File: src/rtl/floppy_pkg.sv
// Shared definitions for the floppy sector DMA: command codes, status bits, FSM states.
package floppy_pkg;

    localparam int unsigned BUFF_AW = 9;
    localparam int unsigned LBA_W   = 24;

    localparam logic [7:0] CMD_NONE  = 8'h00;
    localparam logic [7:0] CMD_READ  = 8'h01;
    localparam logic [7:0] CMD_WRITE = 8'h02;

    localparam int unsigned ST_BUSY    = 0;
    localparam int unsigned ST_DONE    = 1;
    localparam int unsigned ST_BADADDR = 2;
    localparam int unsigned ST_MEDIA   = 3;

    typedef logic [2:0] state_t;

    localparam state_t S_IDLE     = 3'd0;
    localparam state_t S_CHECK    = 3'd1;
    localparam state_t S_REQ      = 3'd2;
    localparam state_t S_RD_DATA  = 3'd3;
    localparam state_t S_WR_FETCH = 3'd4;
    localparam state_t S_WR_DATA  = 3'd5;
    localparam state_t S_DONE     = 3'd6;
    localparam state_t S_ERR      = 3'd7;

endpackage

File: src/rtl/floppy_sector_dma_if.sv
// Media byte-stream and sector-buffer port bundle between the DMA and its neighbours.
interface floppy_sector_dma_if;
    import floppy_pkg::*;

    logic [LBA_W-1:0]   mem_lba;
    logic               mem_rd_req;
    logic               mem_wr_req;
    logic               mem_ack;
    logic [7:0]         mem_rdata;
    logic               mem_rvalid;
    logic [7:0]         mem_wdata;
    logic               mem_wvalid;
    logic               mem_wready;
    logic               mem_err;
    logic               mem_abort;
    logic [BUFF_AW-1:0] buff_addr;
    logic               buff_wr;
    logic [7:0]         buff_odata;
    logic [7:0]         buff_idata;

    modport master (
        output mem_lba, mem_rd_req, mem_wr_req, mem_wdata, mem_wvalid, mem_abort,
               buff_addr, buff_wr, buff_odata,
        input  mem_ack, mem_rdata, mem_rvalid, mem_wready, mem_err, buff_idata
    );

    modport slave (
        input  mem_lba, mem_rd_req, mem_wr_req, mem_wdata, mem_wvalid, mem_abort,
               buff_addr, buff_wr, buff_odata,
        output mem_ack, mem_rdata, mem_rvalid, mem_wready, mem_err, buff_idata
    );

endinterface

File: src/rtl/fdd_lba_calc.sv
// Registered track/side/sector to linear block address conversion with sector range check.
module fdd_lba_calc
    import floppy_pkg::*;
#(
    parameter int unsigned SECTORS_PER_TRACK = 9,
    parameter int unsigned SIDES             = 2
) (
    input  logic             clk,
    input  logic             reset,
    input  logic             en,
    input  logic [7:0]       track,
    input  logic [7:0]       sector,
    input  logic             side,
    output logic [LBA_W-1:0] lba,
    output logic             bad
);

    logic [LBA_W-1:0] lba_c;
    logic             bad_c;

    // Sectors are 1-based; the value for sector 0 is meaningless and flagged bad.
    always_comb begin
        lba_c = (LBA_W'(track) * LBA_W'(SIDES) + LBA_W'(side)) * LBA_W'(SECTORS_PER_TRACK)
              + LBA_W'(sector) - LBA_W'(1);
        bad_c = (sector == 8'd0) || (32'(sector) > SECTORS_PER_TRACK);
    end

    always_ff @(posedge clk) begin
        if (reset) begin
            lba <= '0;
            bad <= 1'b0;
        end else if (en) begin
            lba <= lba_c;
            bad <= bad_c;
        end
    end

endmodule

File: src/rtl/floppy_sector_dma.sv
// Host-side sector mover for the WD1793 core: media stream <-> 512-byte sector buffer.
module floppy_sector_dma
    import floppy_pkg::*;
#(
    parameter int unsigned SECTOR_BYTES      = 512,
    parameter int unsigned SECTORS_PER_TRACK = 9,
    parameter int unsigned SIDES             = 2,
    parameter int unsigned TIMEOUT_CYCLES    = 1 << 20
) (
    input  logic                clk,
    input  logic                reset,
    input  logic [7:0]          cpu_command,
    input  logic [7:0]          track,
    input  logic [7:0]          sector,
    input  logic                side,
    output logic [7:0]          cpu_status,
    floppy_sector_dma_if.master bus
);

    localparam int unsigned CNT_W = $clog2(SECTOR_BYTES + 1);
    localparam int unsigned TO_W  = $clog2(TIMEOUT_CYCLES + 1);

    state_t             state_q, state_d;
    logic [7:0]         cmd_q;
    logic               is_write_q, is_write_d;
    logic [CNT_W-1:0]   count_q, count_d;
    logic [TO_W-1:0]    to_q, to_d;
    logic [3:0]         status_q, status_d;
    logic               rd_req_q, rd_req_d, wr_req_q, wr_req_d;
    logic               abort_q, abort_d;
    logic [7:0]         wdata_q, wdata_d;
    logic               wvalid_q, wvalid_d;
    logic [BUFF_AW-1:0] buff_addr_q, buff_addr_d;
    logic               buff_wr_q, buff_wr_d;
    logic [7:0]         buff_odata_q, buff_odata_d;

    logic               accept_c, busy_c, media_c, beat_c, timeout_c, bad_addr;
    logic [TO_W-1:0]    to_inc_c;

    assign accept_c  = (state_q == S_IDLE) && (cmd_q == CMD_NONE) && (cpu_command != CMD_NONE);
    assign media_c   = (state_q == S_REQ) || (state_q == S_RD_DATA) ||
                       (state_q == S_WR_FETCH) || (state_q == S_WR_DATA);
    assign busy_c    = media_c || (state_q == S_CHECK);
    assign beat_c    = bus.mem_ack || bus.mem_rvalid || bus.mem_wready;
    assign to_inc_c  = to_q + TO_W'(1);
    assign timeout_c = !beat_c && (to_inc_c == TO_W'(TIMEOUT_CYCLES));

    fdd_lba_calc #(
        .SECTORS_PER_TRACK (SECTORS_PER_TRACK),
        .SIDES             (SIDES)
    ) u_lba (
        .clk    (clk),
        .reset  (reset),
        .en     (accept_c),
        .track  (track),
        .sector (sector),
        .side   (side),
        .lba    (bus.mem_lba),
        .bad    (bad_addr)
    );

    // Next-state and next-output logic; withdrawal beats media error beats data beats.
    always_comb begin
        state_d      = state_q;
        is_write_d   = is_write_q;
        count_d      = count_q;
        status_d     = status_q;
        rd_req_d     = rd_req_q;
        wr_req_d     = wr_req_q;
        wdata_d      = wdata_q;
        wvalid_d     = wvalid_q;
        buff_addr_d  = buff_addr_q;
        buff_odata_d = buff_odata_q;
        buff_wr_d    = 1'b0;
        abort_d      = 1'b0;
        to_d         = '0;
        if (media_c && !beat_c) begin
            to_d = to_inc_c;
        end

        if (busy_c && (cpu_command == CMD_NONE)) begin
            abort_d  = 1'b1;
            status_d = '0;
            rd_req_d = 1'b0;
            wr_req_d = 1'b0;
            wvalid_d = 1'b0;
            state_d  = S_IDLE;
        end else if (media_c && (bus.mem_err || timeout_c)) begin
            abort_d            = 1'b1;
            status_d           = '0;
            status_d[ST_MEDIA] = 1'b1;
            rd_req_d           = 1'b0;
            wr_req_d           = 1'b0;
            wvalid_d           = 1'b0;
            state_d            = S_ERR;
        end else begin
            case (state_q)
                S_IDLE: begin
                    if (accept_c) begin
                        status_d = '0;
                        if ((cpu_command == CMD_READ) || (cpu_command == CMD_WRITE)) begin
                            status_d[ST_BUSY] = 1'b1;
                            is_write_d        = (cpu_command == CMD_WRITE);
                            state_d           = S_CHECK;
                        end else begin
                            status_d[ST_BADADDR] = 1'b1;
                            state_d              = S_ERR;
                        end
                    end
                end
                S_CHECK: begin
                    if (bad_addr) begin
                        status_d             = '0;
                        status_d[ST_BADADDR] = 1'b1;
                        state_d              = S_ERR;
                    end else begin
                        rd_req_d = !is_write_q;
                        wr_req_d = is_write_q;
                        state_d  = S_REQ;
                    end
                end
                S_REQ: begin
                    if (bus.mem_ack) begin
                        rd_req_d    = 1'b0;
                        wr_req_d    = 1'b0;
                        count_d     = '0;
                        buff_addr_d = '0;
                        state_d     = is_write_q ? S_WR_FETCH : S_RD_DATA;
                    end
                end
                S_RD_DATA: begin
                    // Done waits one cycle so it follows the final buffer write.
                    if (count_q == CNT_W'(SECTOR_BYTES)) begin
                        status_d          = '0;
                        status_d[ST_DONE] = 1'b1;
                        state_d           = S_DONE;
                    end else if (bus.mem_rvalid) begin
                        buff_wr_d    = 1'b1;
                        buff_addr_d  = BUFF_AW'(count_q);
                        buff_odata_d = bus.mem_rdata;
                        count_d      = count_q + CNT_W'(1);
                    end
                end
                S_WR_FETCH: begin
                    buff_addr_d = BUFF_AW'(count_q);
                    state_d     = S_WR_DATA;
                end
                S_WR_DATA: begin
                    // First cycle captures buffer data, then the beat is offered until taken.
                    if (!wvalid_q) begin
                        wdata_d  = bus.buff_idata;
                        wvalid_d = 1'b1;
                    end else if (bus.mem_wready) begin
                        wvalid_d    = 1'b0;
                        count_d     = count_q + CNT_W'(1);
                        buff_addr_d = BUFF_AW'(count_q + CNT_W'(1));
                        if (count_q == CNT_W'(SECTOR_BYTES - 1)) begin
                            status_d          = '0;
                            status_d[ST_DONE] = 1'b1;
                            state_d           = S_DONE;
                        end else begin
                            state_d = S_WR_FETCH;
                        end
                    end
                end
                S_DONE, S_ERR: begin
                    if (cpu_command == CMD_NONE) begin
                        status_d = '0;
                        state_d  = S_IDLE;
                    end
                end
                default: state_d = S_IDLE;
            endcase
        end
    end

    always_ff @(posedge clk) begin
        if (reset) begin
            state_q      <= S_IDLE;
            cmd_q        <= CMD_NONE;
            is_write_q   <= 1'b0;
            count_q      <= '0;
            to_q         <= '0;
            status_q     <= '0;
            rd_req_q     <= 1'b0;
            wr_req_q     <= 1'b0;
            abort_q      <= 1'b0;
            wdata_q      <= '0;
            wvalid_q     <= 1'b0;
            buff_addr_q  <= '0;
            buff_wr_q    <= 1'b0;
            buff_odata_q <= '0;
        end else begin
            state_q      <= state_d;
            cmd_q        <= cpu_command;
            is_write_q   <= is_write_d;
            count_q      <= count_d;
            to_q         <= to_d;
            status_q     <= status_d;
            rd_req_q     <= rd_req_d;
            wr_req_q     <= wr_req_d;
            abort_q      <= abort_d;
            wdata_q      <= wdata_d;
            wvalid_q     <= wvalid_d;
            buff_addr_q  <= buff_addr_d;
            buff_wr_q    <= buff_wr_d;
            buff_odata_q <= buff_odata_d;
        end
    end

    assign cpu_status     = {4'b0000, status_q};
    assign bus.mem_rd_req = rd_req_q;
    assign bus.mem_wr_req = wr_req_q;
    assign bus.mem_abort  = abort_q;
    assign bus.mem_wdata  = wdata_q;
    assign bus.mem_wvalid = wvalid_q;
    assign bus.buff_addr  = buff_addr_q;
    assign bus.buff_wr    = buff_wr_q;
    assign bus.buff_odata = buff_odata_q;

endmodule

File: src/flat_wrapper.sv
// flat-port wrapper written by rule: the top's interface ports become plain ports
module floppy_sector_dma_flat import floppy_pkg::*;
#(
    parameter int unsigned SECTOR_BYTES      = 512,
    parameter int unsigned SECTORS_PER_TRACK = 9,
    parameter int unsigned SIDES             = 2,
    parameter int unsigned TIMEOUT_CYCLES    = 1 << 20
)
  (clk, reset, cpu_command, track, sector, side, cpu_status, bus_mem_lba, bus_mem_rd_req, bus_mem_wr_req, bus_mem_wdata, bus_mem_wvalid, bus_mem_abort, bus_buff_addr, bus_buff_wr, bus_buff_odata, bus_mem_ack, bus_mem_rdata, bus_mem_rvalid, bus_mem_wready, bus_mem_err, bus_buff_idata);
  floppy_sector_dma_if bus_i ();
  input  logic clk;
  input  logic reset;
  input  logic [7:0] cpu_command;
  input  logic [7:0] track;
  input  logic [7:0] sector;
  input  logic side;
  output logic [7:0] cpu_status;
  output wire logic [$bits(bus_i.mem_lba)-1:0] bus_mem_lba;
  output wire logic [$bits(bus_i.mem_rd_req)-1:0] bus_mem_rd_req;
  output wire logic [$bits(bus_i.mem_wr_req)-1:0] bus_mem_wr_req;
  output wire logic [$bits(bus_i.mem_wdata)-1:0] bus_mem_wdata;
  output wire logic [$bits(bus_i.mem_wvalid)-1:0] bus_mem_wvalid;
  output wire logic [$bits(bus_i.mem_abort)-1:0] bus_mem_abort;
  output wire logic [$bits(bus_i.buff_addr)-1:0] bus_buff_addr;
  output wire logic [$bits(bus_i.buff_wr)-1:0] bus_buff_wr;
  output wire logic [$bits(bus_i.buff_odata)-1:0] bus_buff_odata;
  input wire logic [$bits(bus_i.mem_ack)-1:0] bus_mem_ack;
  input wire logic [$bits(bus_i.mem_rdata)-1:0] bus_mem_rdata;
  input wire logic [$bits(bus_i.mem_rvalid)-1:0] bus_mem_rvalid;
  input wire logic [$bits(bus_i.mem_wready)-1:0] bus_mem_wready;
  input wire logic [$bits(bus_i.mem_err)-1:0] bus_mem_err;
  input wire logic [$bits(bus_i.buff_idata)-1:0] bus_buff_idata;
  assign bus_mem_lba = bus_i.mem_lba;
  assign bus_mem_rd_req = bus_i.mem_rd_req;
  assign bus_mem_wr_req = bus_i.mem_wr_req;
  assign bus_mem_wdata = bus_i.mem_wdata;
  assign bus_mem_wvalid = bus_i.mem_wvalid;
  assign bus_mem_abort = bus_i.mem_abort;
  assign bus_buff_addr = bus_i.buff_addr;
  assign bus_buff_wr = bus_i.buff_wr;
  assign bus_buff_odata = bus_i.buff_odata;
  assign bus_i.mem_ack = bus_mem_ack;
  assign bus_i.mem_rdata = bus_mem_rdata;
  assign bus_i.mem_rvalid = bus_mem_rvalid;
  assign bus_i.mem_wready = bus_mem_wready;
  assign bus_i.mem_err = bus_mem_err;
  assign bus_i.buff_idata = bus_buff_idata;
  floppy_sector_dma #(.SECTOR_BYTES(SECTOR_BYTES), .SECTORS_PER_TRACK(SECTORS_PER_TRACK), .SIDES(SIDES), .TIMEOUT_CYCLES(TIMEOUT_CYCLES)) u_core (.clk(clk), .reset(reset), .cpu_command(cpu_command), .track(track), .sector(sector), .side(side), .cpu_status(cpu_status), .bus(bus_i));
endmodule
File: config.mk
export PLATFORM = sky130hd
export DESIGN_NAME = floppy_sector_dma_flat
export DESIGN_NICKNAME = d
export VERILOG_FILES = /design/src/rtl/floppy_pkg.sv /design/src/rtl/floppy_sector_dma_if.sv /design/src/rtl/fdd_lba_calc.sv /design/src/rtl/floppy_sector_dma.sv /design/src/flat_wrapper.sv
export SDC_FILE = /design/constraint.sdc
export NUM_CORES = 1
export LEC_CHECK = 0
export BUFFER_PORTS_ARGS = -buffer_cell sky130_fd_sc_hd__buf_2
export CAP_MARGIN = 15
export CELL_PAD_IN_SITES_DETAIL_PLACEMENT = 1
export CELL_PAD_IN_SITES_GLOBAL_PLACEMENT = 2
export CORE_MARGIN = 4
export CORE_UTILIZATION = 33
export CTS_CLUSTER_SIZE = 14
export DETAILED_ROUTE_END_ITERATION = 12
export GPL_TIMING_DRIVEN = 0
export PLACE_DENSITY = 0.91
export SLEW_MARGIN = 5
export SYNTH_ARGS = -nofsm -noshare
export SYNTH_HDL_FRONTEND = slang
export SYNTH_HIERARCHICAL = 1
export SYNTH_SLANG_ARGS = --single-unit
File: constraint.sdc
create_clock -name clk -period 4.5 [get_ports clk]
set_input_delay 0.225 -clock clk [delete_from_list [all_inputs] [get_ports clk]]
set_output_delay 0.225 -clock clk [all_outputs]
set_load 0.01 [all_outputs]
# ---- Word-level counts from Yosys, hierarchy flattened
# Cells that the tools add are included.
dict set report word_totals {
  register_bits 102
  inputBits 47
}
dict set report classes {
  add_sub_neg 5
  mul 1
  order_cmp 1
  n_eq_ne 31
  n_mux 45
  bitwise_logic 6
  n_reduce_logical 41
}
# op n
set ops {}
lappend ops {{$mux W10} 5}
lappend ops {{$mux W9} 5}
lappend ops {{$pmux W9 S4} 1}
lappend ops {{$mux W4} 8}
lappend ops {{$reduce_and A8 Y1} 4}
lappend ops {{$mux W3} 10}
lappend ops {{$pmux W10 S3} 1}
lappend ops {{$logic_not A8 Y1} 3}
lappend ops {{$add A21 B1 Y21 const B} 1}
lappend ops {{$eq A21 B21 Y1 const B} 1}
lappend ops {{$pmux W3 S7} 1}
lappend ops {{$pmux W4 S5} 1}
lappend ops {{$ne A2 B2 Y1 const B} 8}
lappend ops {{$sub A15 B1 Y16 const B} 1}
lappend ops {{$add A14 B8 Y15} 1}
lappend ops {{$ne A3 B3 Y1 const B} 5}
lappend ops {{$mul A10 B4 Y14 const B} 1}
lappend ops {{$eq A3 B3 Y1 const B} 4}
lappend ops {{$add A10 B1 Y10 const B} 1}
lappend ops {{$add A9 B1 Y10} 1}
lappend ops {{$eq A10 B10 Y1 const B} 1}
lappend ops {{$eq A10 B9 Y1 const B} 1}
lappend ops {{$mux W1} 10}
lappend ops {{$reduce_and A5 Y1} 2}
lappend ops {{27 further kinds} 53}

# ---- Longest topological paths before layout
# Gate-level depths: netlist of run 1.
dict set report logic_depth {
  word_depth 8
  ltp_mapped 11
}

# ---- Cells and area by module
# The synthesis of run 1 kept the hierarchy.
# mod instances cells_each area_each_um2 seq_area_each_um2
set modules_own_cells {}
lappend modules_own_cells {floppy_sector_dma 1 538 4346.7 1541.5}
lappend modules_own_cells {fdd_lba_calc 1 213 1850.5 340.3}

# ---- Least setup slack after synthesis of run 1
# No wires, ideal clock.
dict set report synth_path {
  path_kind {input -> register}
  startpoint {input track[4]}
  endpoint {register u_core.u_lba.lba[12]}
  arrival_ns 3.204
  t_required_ns 4.385
  setup_slack_ns 1.181
  stages 11
  cell_sequence {ha_1 > fa_1 > inv_1 > fa_1 > inv_1 > ha_1 > and3_1 > a221oi_2 > o22ai_2 > or4_1 > and3_1}
}
dict set report synth_between {
  elab_chain_len 4
}
# item line
set synth_lines {}
lappend synth_lines {{start: declaration} flat_wrapper.sv:14} ;# input logic [7:0] track;
lappend synth_lines {{$add A9 B1 Y10} fdd_lba_calc.sv:23} ;# lba_c = (LBA_W'(track) * LBA_W'(SIDES) + LBA_W'(side)) * LBA_W'(SECTORS_PER_TRACK)
lappend synth_lines {{$mul A10 B4 Y14} fdd_lba_calc.sv:23}
lappend synth_lines {{$add A14 B8 Y15} fdd_lba_calc.sv:24} ;# + LBA_W'(sector) - LBA_W'(1);
lappend synth_lines {{$sub A15 B1 Y16} fdd_lba_calc.sv:24}
lappend synth_lines {{end signal: assignment} fdd_lba_calc.sv:33} ;# lba <= lba_c;
lappend synth_lines {{end: declaration} fdd_lba_calc.sv:14} ;# output logic [LBA_W-1:0] lba,
# Every way passes these cells.
# A chain may end at the register's enable or synchronous reset.

# ---- Worst setup path after layout of run 1
dict set report layout_path {
  startpoint {register u_core.to_q[0]}
  endpoint {register u_core.buff_wr_q, in the netlist u_core/bus.buff_wr}
}
dict set report layout_between {
  elab_chain_len 6
}
# item line
set layout_lines {}
lappend layout_lines {{start: declaration} floppy_sector_dma.sv:27} ;# logic [TO_W-1:0] to_q, to_d;
lappend layout_lines {{start signal: assignment} floppy_sector_dma.sv:198} ;# to_q <= to_d;
lappend layout_lines {{$add A21 B1 Y21} floppy_sector_dma.sv:45} ;# assign to_inc_c = to_q + TO_W'(1);
lappend layout_lines {{$eq A21 B21 Y1} floppy_sector_dma.sv:46} ;# assign timeout_c = !beat_c && (to_inc_c == TO_W'(TIMEOUT_CYCLES));
lappend layout_lines {{$logic_and A1 B1 Y1} floppy_sector_dma.sv:46}
lappend layout_lines {{$logic_or A1 B1 Y1} floppy_sector_dma.sv:88} ;# end else if (media_c && (bus.mem_err || timeout_c)) begin
lappend layout_lines {{$logic_and A1 B1 Y1} floppy_sector_dma.sv:88}
lappend layout_lines {{$reduce_or A5 Y1 (no source line)} -}
lappend layout_lines {{end signal: assignment} floppy_sector_dma.sv:206} ;# buff_wr_q <= buff_wr_d;
lappend layout_lines {{end: declaration} floppy_sector_dma.sv:34} ;# logic buff_wr_q, buff_wr_d;
# Every way passes these cells.

==> run_results.csv, run 1 <==
group,metric,value,unit
die,placementRows,49,
detailed_routing,wl_per_cell,17.0,um
yosys,netlist_top_cells_count,"dfxtp_1, nand2_1, nor2_1",
critical_path,endpoint_kind,"flop",
yosys,synthArstFlopShare,0,
yosys,syn-instance-count,751,
yosys,synth_warnings,6,
detailed_routing,viasPerCell,5.36,
yosys,ys_seq_elements,94,
placed_design,dp_hpwl,14.5,mm
timing,finalClockSkew,0.00863,ns
grt,grt_antenna_before_repair,0,
detailed_routing,routed_wl,18.7,mm
final_layout,postLayoutCoreUtil,0.402,
yosys,synth.area.top_cells,"dfxtp_1, ha_1, fa_1, mux2i_1, nand2_1",
timing,slew_headroom,0.293,
die,die_h,145,um
timing,hold_viol,0,
yosys,synth_top_area_frac,0.304,
cts,clkSinkCount,94,
timing,setup_violations,0,
detailed_routing,vias,5909,
timing,finalMaxSlewViolations,0,
die,core_region_area,18200,sq um
cts,clk_latency,0.36,ns
critical_path,cp.required,4.70,ns
placed_design,dp_cells,1087,
critical_path,critPathMaxFanout,10,
cts,cts_tree,"built",
pwr,power,0.00301,W
die,pin_count,109,
detailed_routing,first_pass_iters,5,
timing,rsz0062_at_grt,"no",
detailed_routing,drc,0,
critical_path,start_kind,"flop",
final_layout,instances_no_fill,1102,
yosys,yosys.area.top_type,"dfxtp_1",
die,die_width,145,um
yosys,synth_most_common_cell,"dfxtp_1",
pwr,p_leak,3.09,nW
die,die-area,21000,sq um
die,start_util,0.340,
final_layout,areaGrowthSynthToFinish,18.1,%
cts,cts_root_buffer,"clkbuf_16",
cts,post_cts_resized,0,
final_layout,nNetsFinal,966,
yosys,ys_types,73,
yosys,yosys_most_used_dff,"dfxtp_1",
cts,h-tree-depth,3,
yosys,synth_enable_flop_cells,0,
run,cap_viol_max_count,0,
pwr,worst_ir_drop_vdd,0.203,mV
final_layout,n_antenna_cell,0,
cts,cts_buffer_depth,2,
timing,max_freq,0.295,GHz
cts,hold_buffers,0,
timing,setup_tns,0,ns
timing,fin_crit,3.39,ns
status,run_status,"complete, no violations",
placed_design,port_buffers,104,
yosys,synth.avg_cell_area,8.25,sq um
critical_path,crit_arrival,3.59,ns
yosys,synthesis.area,6200,sq um
cts,numCtsBuffers,9,
grt,grt_pass1_vias,6035,
detailed_routing,final_antenna_net_count,0,
final_layout,drive_above_1_share,0.192,
worst_hold_path,hold_class,"input port to flop",
timing,post-route-period-util,0.754,
grt,grt_max_degree,17,
placed_design,gp_congestion,0.886,
cts,post_cts_buffers,0,
timing,worstMarginPinSlew,1.05,ns
grt,overflow,0,
yosys,synth_seq_area_share,0.304,
grt,grt_first_pass_wirelength,31.0,mm
pwr,power.density,411,nW/um^2
detailed_routing,dr.first_iter.drc_count,389,
critical_path,critical_path_class,"flop to flop",
grt,grt_usage,0.176,
cts,cts.clk_slew.worst_paths,0.07,ns
metal layers:
metal / wire [um] / GRT usage / up-vias
li1: - / - / 2911
met1: 8640 / 0.230 / 2876
met2: 9110 / 0.302 / 99
met3: 636 / 0.0302 / 23
met4: 307 / 0.0489 / 0
met5: 0 / 0 / -
cells by family (layout without fill, tap and decap cells):
family,after synthesis,after routing,share of synthesized area
xor+xnor,23,23,0.0325
mux,27,27,0.0436
flops,94,94,0.304
fa+ha+maj,50,50,0.118
buf+inv,113,232,0.0800
other cells,1,4,0.000605
compound gates,158,158,0.189
simple gates,285,285,0.233
flip-flops by register name, summed over array words and instances, names as in the netlist, 3 cells and up:
register / count
u_core/cmd_q: 8
u_core/u_lba/lba: 16
u_core/bus.buff_odata: 8
u_core/state_q: 3
u_core/status_q: 4
u_core/bus.buff_addr: 9
u_core/to_q: 21
u_core/count_q: 10
u_core/bus.mem_wdata: 8
layout make-up:
type | instances | area (sq um)
clock inverters | 6 | 71.3
well taps | 229 | 287
plain buffers | 61 | 300
flip-flops and latches | 94 | 1880
repair buffers | 104 | 520
inverters | 52 | 195
fillers | 2222 | 10900
multi-input cells | 547 | 3840
clock buffers | 9 | 225
worst max-delay path, stage by stage (launching register included):
cell and delay (ns):
dfxtp_1 0.45, ha_1 0.31, nand3_2 0.20, nor4_1 0.56, mux2i_1 0.34, a311oi_2 0.11, a41oi_4 0.43, nand3_1 0.36
nor4_1 0.48
power breakdown:
part           switching [W]  internal [W]
logic               0.000782      0.000468
registers          0.0000564      0.000917
clock network       0.000351      0.000433
placed cells by master, fill, tap and decap left out, drive strengths merged, types with 3 or more instances in the layout:
cell	netlist	final
a211oi	4	4
nand4	15	15
nor4	12	12
a31o	11	11
a311oi	12	12
clkbuf	35	44
or4	5	5
ha	36	36
a32o	8	8
xor2	6	6
nor2b	17	17
a21o	4	4
nor2	65	65
o21ai	17	17
buf	26	130
o311ai	4	4
conb	1	4
mux2i	27	27
dfxtp	94	94
inv	51	53
xnor2	17	17
or3	5	5
nand2b	6	6
a32oi	8	8
and2	6	6
a21oi	50	50
and4	5	5
o2111ai	7	7
nand3	24	24
a22o	5	5
nor3	22	22
nand2	72	72
a41o	3	3
fa	14	14
and3	20	20
a31oi	3	3
worst paths after layout:
| kind | start | to | slack [ns] | depth (start not counted) |
|---|---|---|---|---|
| max | u_core/to_q[0] | u_core/bus.buff_wr | 1.11 | 8 |
| min | bus_mem_rdata[5] | u_core/bus.buff_odata[5] | 0.09 | 2 |
| max reg2reg | u_core/to_q[0] | u_core/bus.buff_wr | 1.11 | 8 |
| min reg2reg | u_core/u_lba/lba[10] | u_core/u_lba/lba[10] | 0.46 | 2 |
metrics by stage:
step	worst slack [ns]	cell area (sq um)	hold WS (ns)
6_report	1.11	7320	0.0938
5_1_grt	0.863	7320	0.0806
4_1_cts	1.06	7320	0.0750
3_5_place_dp	0.830	7020	0.452
3_3_place_gp	0.850	7020	0.441
2_1_floorplan	1.18	6210	0.353
(Power assumes the default switching activity.)
==> run 2, diff against run 1 <==
--- a/config.mk
+++ b/config.mk
@@ -10,11 +10,11 @@
 export CELL_PAD_IN_SITES_DETAIL_PLACEMENT = 1
 export CELL_PAD_IN_SITES_GLOBAL_PLACEMENT = 2
 export CORE_MARGIN = 4
-export CORE_UTILIZATION = 33
+export CORE_UTILIZATION = 30
 export CTS_CLUSTER_SIZE = 14
 export DETAILED_ROUTE_END_ITERATION = 12
 export GPL_TIMING_DRIVEN = 0
-export PLACE_DENSITY = 0.91
+export PLACE_DENSITY = 0.87
 export SLEW_MARGIN = 5
 export SYNTH_ARGS = -nofsm -noshare
 export SYNTH_HDL_FRONTEND = slang
==> constraint.sdc (replaced) <==
create_clock -name clk -period 3.1 [get_ports clk]
set_input_delay 0.155 -clock clk [delete_from_list [all_inputs] [get_ports clk]]
set_output_delay 0.155 -clock clk [all_outputs]
set_load 0.01 [all_outputs]
==> run_results.csv, run 2 (synthesis results as in run 1) <==
group,metric,value,unit
status,run_status,"complete, no violations",
critical_path,start_kind,"input port",
critical_path,reg2reg_from,"u_core/to_q[1]",
critical_path,cp.required,3.34,ns
critical_path,crit_arrival,3.26,ns
pwr,p_leak,3.19,nW
final_layout,top_regs,"u_core/to_q x21, u_core/u_lba/lba x16, u_core/count_q x10",
cts,cts_tree,"built",
placed_design,dp_hpwl,14.4,mm
placed_design,dp_cells,1128,
worst_hold_path,hold_class,"input port to flop",
timing,finalClockSkew,0.00992,ns
run,cap_viol_max_count,0,
cts,cts.clk_slew.worst_paths,0.07,ns
detailed_routing,viasPerCell,5.18,
critical_path,path_cells,"buf_2 > ha_1 > ha_1 > inv_1 > fa_1 > inv_1 > fa_2 > a21o_1 > a221oi_4 > o22ai_4 > or4_1 > and3_1",
timing,worstMarginPinSlew,0.815,ns
critical_path,critical_path_class,"input port to flop",
final_layout,regMostFlops,"u_core/to_q",
detailed_routing,dr.first_iter.drc_count,295,
worst_hold_path,whs_path_depth,2,
detailed_routing,routed_wl,19.8,mm
cts,clk_latency,0.36,ns
critical_path,slowest_stage,"fa_1",
pwr,worst_ir_drop_vdd,0.303,mV
critical_path,max_stage_delay,0.55,ns
final_layout,fill_cells,2488,
die,placementRows,52,
timing,post-route-period-util,0.974,
timing,max_freq,0.331,GHz
critical_path,reg2reg_slack,0.10,ns
detailed_routing,first_pass_iters,4,
critical_path,endpoint_kind,"flop",
pwr,power.density,604,nW/um^2
grt,grt_max_degree,17,
final_layout,postLayoutCoreUtil,0.378,
timing,finalMaxSlewViolations,0,
critical_path,worstRegToRegCells,8,
grt,grt_antenna_before_repair,0,
final_layout,nNetsFinal,971,
cts,cts_buffer_depth,2,
grt,grt_first_pass_wirelength,31.5,mm
grt,grt_pass1_vias,6075,
final_layout,instances_no_fill,1150,
final_layout,areaGrowthSynthToFinish,23.9,%
placed_design,port_buffers,104,
detailed_routing,drc,0,
die,die-area,23000,sq um
grt,grt_usage,0.172,
grt,overflow,0,
timing,hold_viol,0,
die,die_h,152,um
timing,slew_headroom,0.453,
final_layout,final_cell_mix,"buf_2, dfxtp_1, nand2_1",
detailed_routing,vias,5952,
die,core_region_area,20300,sq um
critical_path,reg2reg_to,"u_core/bus.buff_odata[1]",
critical_path,critPathMaxFanout,3,
pwr,power,0.00464,W
timing,fin_crit,3.02,ns
worst_hold_path,min_delay_worst_endpoint,"u_core/bus.buff_odata[4]",
final_layout,largest_reg_flops,21,
die,start_util,0.305,
cts,cts_root_buffer,"clkbuf_16",
cts,h-tree-depth,3,
cts,clkSinkCount,94,
timing,setup_violations,0,
die,die_width,152,um
final_layout,layout_commonest_cell,"buf_2",
detailed_routing,wl_per_cell,17.2,um
worst_hold_path,worstHoldStart,"bus_mem_rdata[4]",
die,pin_count,109,
placed_design,gp_congestion,0.861,
final_layout,drive_above_1_share,0.232,
cts,numCtsBuffers,9,
detailed_routing,final_antenna_net_count,0,
cts,hold_buffers,0,
==> run 2: cell types whose count changed in the layout (fill, tap and decap cells not counted), moves of 2 or more <==
cell      delta
buf_4       +10
clkbuf_1    -11
clkbuf_2     +5
clkbuf_8     +2
dfxtp_1      -2
dfxtp_4      +2
ha_1         -5
ha_4         +5
nor4_1       -3
nor4_4       +2
or4_1        -2
or4_4        +2
==> run 2: report_power, final <==
part	internal (W)	switching (W)	total [W]
clock	0.000676	0.000528	0.00120
sequential	0.00133	0.0000822	0.00141
combinational	0.000795	0.00122	0.00202
==> run 2: cell type report <==
type                       count  area, sq um  share of cell area
timing repair buffer         114          608              0.0792
buffer                        55          287              0.0373
inverter                      52          199              0.0259
multi-input combinational    548         4040               0.526
clock buffer                  11          253              0.0329
sequential                    94         1890               0.246
tap                          270          338              0.0440
antenna                        1         2.50            0.000326
clock inverter                 5         62.6             0.00815
==> run 2: worst max-delay path, delay by kind of cell <==
kind                       cells  cell delay (ns)
buffers and inverters          3             0.27
adders and majority gates      4             1.53
AOI/OAI and AO/OA              3             0.69
and+or+nand+nor                2             0.61
==> run 2: what timing repair did <==
item | 4_1_cts | 5_1_grt
endpoints found under the setup margin | 50 | 53
pin swaps | 2 | 8
gates cloned | 1 | 0
endpoints found under the hold margin | 0 | 0
resized for setup | 12 | 28
buffers inserted | 1 | 9
==> run 2: how the worst max path moves through the flow <==
stage	from	to	slack, ns	depth (start not counted)
2_1_floorplan	track[4]	u_core/u_lba/lba[12]	0.001	11
3_3_place_gp	u_core/state_q[2]	u_core/bus.buff_odata[1]	-0.38	8
3_5_place_dp	track[2]	u_core/u_lba/lba[12]	-0.34	12
4_1_cts	u_core/to_q[3]	u_core/bus.buff_odata[1]	0.001	10
5_1_grt	u_core/to_q[1]	u_core/count_q[7]	-0.002	9
6_report	track[2]	u_core/u_lba/lba[12]	0.08	12
==> run 2: metal layers <==
| layer | vias up | GRT usage | share of wire |
|---|---|---|---|
| li1 | 2930 | - | - |
| met1 | 2902 | 0.228 | 0.48 |
| met2 | 99 | 0.288 | 0.48 |
| met3 | 21 | 0.0294 | 0.033 |
| met4 | 0 | 0.0539 | 0.017 |
| met5 | - | 0 | 0 |
==> run 2: metrics by stage <==
stage / TNS (ns) / hold slack (ns) / setup slack, ns / area, sq um
2_1_floorplan: 0 / 0.283 / 0.00145 / 6260
3_3_place_gp: -9.56 / 0.384 / -0.378 / 7120
3_5_place_dp: -9.62 / 0.388 / -0.344 / 7130
4_1_cts: 0 / 0.0137 / 0.00115 / 7510
5_1_grt: -0.00227 / 0.00943 / -0.00227 / 7670
6_report: 0 / 0.0233 / 0.0817 / 7680
